==> src/rtl/s2p_pkg.sv <==
// Shared definitions for the serial framer pair: receiver FSM states,
// idle line level and the even-parity check helper.
package s2p_pkg;

    typedef enum logic [2:0] {
        IDLE   = 3'd0,
        DATA   = 3'd1,
        PARITY = 3'd2,
        STOP   = 3'd3,
        BREAK  = 3'd4
    } s2p_state_t;

    localparam logic LINE_IDLE = 1'b1;

    // Even parity: XOR of all data bits and the parity bit must be 0.
    // Returns 1 when the frame fails the check.
    function automatic logic parity_error(input logic data_xor, input logic parity_bit);
        return data_xor ^ parity_bit;
    endfunction

endpackage

==> src/rtl/serial_to_parallel_sipo_shift.sv <==
// WIDTH-bit shift-in register: new bit enters at the MSB and moves right,
// so the first bit shifted in ends at bit 0 after WIDTH shifts.
module sipo_shift #(
    parameter int WIDTH = 4
) (
    input  logic             clk,
    input  logic             rst,
    input  logic             en,
    input  logic             din,
    output logic [WIDTH-1:0] q,
    output logic             xor_out
);

    logic [WIDTH-1:0] q_r;
    logic [WIDTH-1:0] q_next_s;

    generate
        if (WIDTH == 1) begin : g_one
            // Single-bit register simply reloads the incoming bit.
            always_comb begin
                q_next_s = din;
            end
        end else begin : g_multi
            // Right shift with the incoming bit entering at the MSB.
            always_comb begin
                q_next_s = {din, q_r[WIDTH-1:1]};
            end
        end
    endgenerate

    // Shift register state, advanced only when enabled.
    always_ff @(posedge clk or posedge rst) begin
        if (rst) begin
            q_r <= '0;
        end else if (en) begin
            q_r <= q_next_s;
        end else begin
            q_r <= q_r;
        end
    end

    assign q       = q_r;
    assign xor_out = ^q_r;

endmodule

==> src/rtl/serial_to_parallel.sv <==
// Serial frame receiver: start bit, WIDTH data bits LSB first, even parity,
// stop bit. Bit timing is given by the bit_en strobe; outputs are registered
// and held between valid pulses.
import s2p_pkg::*;

module serial_to_parallel #(
    parameter int WIDTH = 4
) (
    input  logic             clk,
    input  logic             rst,
    input  logic             bit_en,
    input  logic             sin,
    output logic [WIDTH-1:0] dout,
    output logic             valid,
    output logic             parity_err,
    output logic             frame_err,
    output logic             busy
);

    localparam int CW = $clog2(WIDTH + 1);

    s2p_state_t       state_r;
    s2p_state_t       state_next_s;
    logic [CW-1:0]    cnt_r;
    logic [CW-1:0]    cnt_next_s;
    logic             shift_en_s;
    logic             sin_q_r;
    logic             perr_r;
    logic [WIDTH-1:0] shift_q_s;
    logic             shift_xor_s;
    logic [WIDTH-1:0] dout_r;
    logic             valid_r;
    logic             parity_err_r;
    logic             frame_err_r;
    logic             busy_r;

    sipo_shift #(.WIDTH(WIDTH)) u_shift (
        .clk     (clk),
        .rst     (rst),
        .en      (shift_en_s),
        .din     (sin_q_r),
        .q       (shift_q_s),
        .xor_out (shift_xor_s)
    );

    // Input register: the FSM only ever looks at the registered line.
    always_ff @(posedge clk or posedge rst) begin
        if (rst) begin
            sin_q_r <= LINE_IDLE;
        end else begin
            sin_q_r <= sin;
        end
    end

    // Next-state, shift enable and counter update; everything holds without a strobe.
    always_comb begin
        state_next_s = state_r;
        cnt_next_s   = cnt_r;
        shift_en_s   = 1'b0;
        if (bit_en) begin
            case (state_r)
                IDLE: begin
                    if (sin_q_r != LINE_IDLE) begin
                        state_next_s = DATA;
                        cnt_next_s   = '0;
                    end else begin
                        state_next_s = IDLE;
                    end
                end
                DATA: begin
                    shift_en_s = 1'b1;
                    cnt_next_s = cnt_r + CW'(1'b1);
                    if (cnt_r == CW'(WIDTH - 1)) begin
                        state_next_s = PARITY;
                    end else begin
                        state_next_s = DATA;
                    end
                end
                PARITY: begin
                    state_next_s = STOP;
                end
                STOP: begin
                    if (sin_q_r == LINE_IDLE) begin
                        state_next_s = IDLE;
                    end else begin
                        state_next_s = BREAK;
                    end
                end
                BREAK: begin
                    if (sin_q_r == LINE_IDLE) begin
                        state_next_s = IDLE;
                    end else begin
                        state_next_s = BREAK;
                    end
                end
                default: begin
                    state_next_s = IDLE;
                    cnt_next_s   = '0;
                end
            endcase
        end else begin
            state_next_s = state_r;
        end
    end

    // State, bit counter and busy flag registers.
    always_ff @(posedge clk or posedge rst) begin
        if (rst) begin
            state_r <= IDLE;
            cnt_r   <= '0;
            busy_r  <= 1'b0;
        end else begin
            state_r <= state_next_s;
            cnt_r   <= cnt_next_s;
            busy_r  <= (state_next_s != IDLE);
        end
    end

    // Parity capture and output registers; valid is a single-cycle pulse.
    always_ff @(posedge clk or posedge rst) begin
        if (rst) begin
            perr_r       <= 1'b0;
            dout_r       <= '0;
            valid_r      <= 1'b0;
            parity_err_r <= 1'b0;
            frame_err_r  <= 1'b0;
        end else begin
            valid_r <= 1'b0;
            if (bit_en && (state_r == PARITY)) begin
                perr_r <= parity_error(shift_xor_s, sin_q_r);
            end
            if (bit_en && (state_r == STOP)) begin
                dout_r       <= shift_q_s;
                parity_err_r <= perr_r;
                frame_err_r  <= ~sin_q_r;
                valid_r      <= 1'b1;
            end
        end
    end

    assign dout       = dout_r;
    assign valid      = valid_r;
    assign parity_err = parity_err_r;
    assign frame_err  = frame_err_r;
    assign busy       = busy_r;

endmodule

==> config.mk <==
export PLATFORM = sky130hd
export DESIGN_NAME = serial_to_parallel
export DESIGN_NICKNAME = d
export VERILOG_FILES = /design/src/rtl/s2p_pkg.sv /design/src/rtl/serial_to_parallel_sipo_shift.sv /design/src/rtl/serial_to_parallel.sv
export SDC_FILE = /design/constraint.sdc
export NUM_CORES = 1
export LEC_CHECK = 0
export CAP_MARGIN = 20
export CORE_MARGIN = 2
export CORE_UTILIZATION = 45
export DETAILED_ROUTE_END_ITERATION = 10
export PLACE_DENSITY = 0.67
export SYNTH_ARGS = -nofsm -noshare
export SYNTH_HDL_FRONTEND = slang
export SYNTH_SLANG_ARGS = --single-unit
==> constraint.sdc <==
create_clock -name clk -period 3 [get_ports clk]
set_clock_uncertainty 0.05 [all_clocks]
set_input_delay 0.75 -clock clk [delete_from_list [all_inputs] [get_ports clk]]
set_output_delay 0.75 -clock clk [all_outputs]
set_load 0.005 [all_outputs]
## Yosys cells after proc, flatten, opt, wreduce, memory -nomap -nowiden

Index checks and enable logic that the tools add are counted.
W data, S select, Z words.

- Bitwise logic cells: 3
- Equality and inequality tests: 6
- Multiplexer cells: 10
- Add/sub/neg operators: 1
- Reductions and logical operators: 8

Operators by type and width:

| kind | count |
|---|---|
| $pmux W3 S4 | 1 |
| $eq A3 B2 Y1 const B | 3 |
| $mux W3 | 3 |
| $pmux W3 S3 | 1 |
| $mux W1 | 4 |
| $reduce_xor A4 Y1 | 1 |
| $add A3 B1 Y3 const B | 1 |
| $eq A3 B1 Y1 const B | 1 |
| $eq A3 B3 Y1 const B | 1 |
| $logic_not A3 Y1 | 1 |
| $reduce_and A3 Y1 | 1 |
| $reduce_bool A3 Y1 | 1 |
| $reduce_or A3 Y1 | 1 |
| $logic_and A1 B1 Y1 | 2 |
| $mux W2 | 1 |
| $ne A2 B2 Y1 const B | 1 |
| $not A1 Y1 | 2 |
| $reduce_or A2 Y1 | 1 |
| $xor A1 B1 Y1 | 1 |

- Bits in registers: 20
- Output and inout port bits: 8
- Input port bits: 4
- Word-level logic and storage cells: 38

## Logic depth before layout (Yosys ltp)

- Word-level depth: 5
- Depth in mapped cells: 5
- Depth with buffers taken out: 5

## Modules after synthesis

Synthesis repeated with hierarchy kept, for this count alone.

- Cells, all modules: 70
- Area total of the unflattened synthesis: 865.8 um2

Modules (own cells, without submodules):

| module | instances | cells each | sequential area each (um2) | area an instance (um2) |
|---|---|---|---|---|
| serial_to_parallel | 1 | 58 | 401.6 | 690.7 |
| sipo_shift | 1 | 12 | 100.1 | 175.2 |

## Least setup slack after synthesis

No wires, ideal clock.

- Path type: in2reg
- Start: in bit_en
- End: reg busy_r (netlist: busy)
- Required time: 2.819 ns
- Arrival: 1.625 ns
- Setup time: 0.131 ns
- Cell stages on the path: 4
- Path slack: 1.194 ns
- Path buffers: 1
- Cells stage by stage: and4bb_1 > buf_6 > a22o_1 > or3_1

- Cells in the longest elaborated chain, start to end: 2

Ends and longest elaborated chain:

| element | line | text |
|---|---|---|
| from (decl) | serial_to_parallel.sv:11 | `input logic bit_en,` |
| $mux W3 | serial_to_parallel.sv:60 | `if (bit_en) begin` |
| via state_next_s[1] | serial_to_parallel.sv:23 | `s2p_state_t state_next_s;` |
| $reduce_bool A3 Y1 | serial_to_parallel.sv:115 | `busy_r <= (state_next_s != IDLE);` |
| to (signal assigned) | serial_to_parallel.sv:115 |  |
| to (decl) | serial_to_parallel.sv:35 | `logic busy_r;` |

The timed path passes the listed nets, and every way through them passes these cells.
A chain may end at the register's enable or synchronous reset.

## Worst setup path in the final report

Ends and elaborated chain as after synthesis.

==> impl_metrics.ini <==
[worst_setup_path]
crit_chain = clkdlybuf4s50_1 > and4bb_1 > a22o_1 > or3_1
crit_cells = 4
path_buf_inv = 1
crit_end = busy
regToRegSetupSlack_ps = 1320
start_kind = primary input
max_stage_delay_ps = 520
required_ps = 3130
rr_worst_depth = 5
cp_data_arrival_time_ps = 2270
crit_start = bit_en
slowest_stage = clkdlybuf4s50_1
rr_startpoint = cnt_r[0]
reg2reg_to = busy
crit_path_end_kind = flip-flop
critical_path.top_delay_family = simple AND/OR/NAND/NOR gates
worstSetupPathType = primary input to flip-flop
crit_path_max_fanout = 8

[power_and_ir_drop]
p_leak_nw = 0.468
p_per_area_nw_per_um2 = 979
ir_drop_v = 0.000492

[layout]
register_area_um2 = 502
multi_input_area_um2 = 340
fin_util_pct = 58.2
drive_above_1_share_pct = 19.5
fin_nets = 84
area_delta_synth_final_pct = 19.1
final_cell_mix = 19 x dfrtp_1, 11 x clkdlybuf4s50_1, 10 x mux2_2
final_common_cell = dfrtp_1
diodes = 0
fillers = 148

[drt]
totalWireLength_um = 1300
vias = 522
drt-pass1-iter-count = 3
drt-initial-drc-count = 9
via_per_inst = 5.12
wl_per_cell_um = 12.8
ant_nets = 0
drc = 0

[synth]
ys_types = 22
syn_inst = 63
ys_ff_latch = 20
synthesis.area_um2 = 872
synth_fp_nets = 69
avgSynthCellArea_um2 = 13.8
yosysSeqAreaShare_pct = 57.5
yosysWarnings = 0

[status]
status = finished, final reports clean

[sta]
finalSetupViolCount = 0
finalHoldViolCount = 0
tightest_slew_ps = 738
period_needed_ps = 2140
maxSlewHeadroom_pct = 50.7
rsz0062_at_grt = no
max_clock_freq_mhz = 468
slew_violations = 0
fin_crit_sh_pct = 71.3
final.setup.tns_ps = 0

[cts]
clkLatencyLatePin_ps = 290
cts.sinks = 20
root_buffer = clkbuf_4
clk_pin_slew_ps = 110
cts_htree_levels = 1
ctsHoldBuffers = 0
cts_made_buffers = 3
tritoncts = done
cts_max_path_buffers = 2
post_cts_resized = 0
post-cts-setup-buffers = 0

[die]
ios = 12
fp.dieW_um = 48.0
num_rows = 15
core_area_um2 = 1780
fp.dieH_um = 48.0
start_util_pct = 48.9
die_area_um2 = 2310

[grt]
grt_overflow = 0
grt_first_pass_wirelength_um = 2100
grt_pass1_vias = 482
grt_max_degree = 21
grt_antenna_before_repair = 0
track_usage_pct = 13.9

[min_path]
holdCritPathClass = flip-flop to flip-flop

[placement]
dp_hpwl_um = 913
io_buffers = 11
gp_congestion = 0.746

[run]
cap_viol_max_count = 0
synth_stat cells:
library cell   n  area [µm²]
a22o_1         3        26.3
and4bb_1       1        12.5
buf_6          1        11.3
dfrtp_1       19         475
dfstp_2        1        26.3
ha_1           2        25.0
inv_1          5        18.8
mux2_2        10         113
nand2_1        2        7.51
nand2b_1       3        18.8
nand4b_1       1        8.76
nand4bb_1      1        11.3
nor2_1         1        3.75
nor2b_1        1        6.26
o21ai_0        2        10.0
o21ai_1        1        5.00
o221ai_1       1        8.76
o311ai_1       2        17.5
or3_1          1        6.26
or4b_1         2        20.0
xnor2_1        2        17.5
xnor3_1        1        22.5
registers in the layout (all words and copies together), names as in the netlist:
| name | count |
|---|---|
| valid | 1 |
| frame_err | 1 |
| parity_err | 1 |
| u_shift.q | 4 |
| busy | 1 |
| cnt_r | 3 |
| state_r | 3 |
| sin_q_r | 1 |
| dout | 4 |
| perr_r | 1 |
layer usage:
| layer | routed length, µm | track usage [%] | share of wire, % |
|---|---|---|---|
| met1 | 640 | 16.7 | 49 |
| met2 | 603 | 22.7 | 46 |
| met3 | 46 | 3.40 | 3.5 |
| met4 | 13 | 8.11 | 1.0 |
| met5 | 0 | 0 | 0 |
layout make-up:
type | instances | share of cell area [%]
clock buffer | 4 | 3.49
inverter | 5 | 1.81
multi-input combinational | 37 | 32.8
sequential | 20 | 48.3
tap | 25 | 3.01
timing repair buffer | 11 | 10.6
through the flow:
stage / total power [mW] / cells / cell area [µm²] / setup slack, ps / hold WS [ps]
2_1_floorplan: 0.744 / 63 / 872 / 1190 / 402
3_3_place_gp: 0.865 / 98 / 1000 / 584 / 415
3_5_place_dp: 0.880 / 98 / 1000 / 555 / 427
4_1_cts: 1.03 / 102 / 1040 / 871 / 452
5_1_grt: 1.09 / 102 / 1040 / 801 / 485
6_report: 1.02 / 102 / 1040 / 862 / 446
worst min-delay path by stage:
stage	endpoint	start	slack [ps]	cells past startpoint
2_1_floorplan	perr_r	perr_r	400	2
3_3_place_gp	frame_err	frame_err	420	2
3_5_place_dp	perr_r	perr_r	430	2
4_1_cts	perr_r	perr_r	450	2
5_1_grt	dout[0]	dout[0]	490	1
6_report	perr_r	perr_r	450	2
worst register-to-register path, cell delays in order, from the launching register on:
cell and delay (ps):
dfrtp_1 400, ha_1 200, ha_1 190, or4b_1 510
o311ai_1 120, or3_1 160
cells by family (layout without fill, tap and decap cells):
family / Yosys count / in the layout / share of synthesized area [%]
and+or+nand+nor: 13 / 13 / 10.9
muxes: 10 / 10 / 12.9
xor gates and xnor gates: 3 / 3 / 4.59
adders and majority gates: 2 / 2 / 2.87
buffers and inverters: 6 / 20 / 3.44
AOI/OAI and AO/OA: 9 / 9 / 7.75
DFF: 20 / 20 / 57.5
power breakdown:
part	switching (mW)	internal [mW]	total (mW)
registers	0.0901	0.379	0.469
clock network	0.0782	0.0739	0.152
logic	0.134	0.261	0.395
Power figures use the tool's default switching activity.
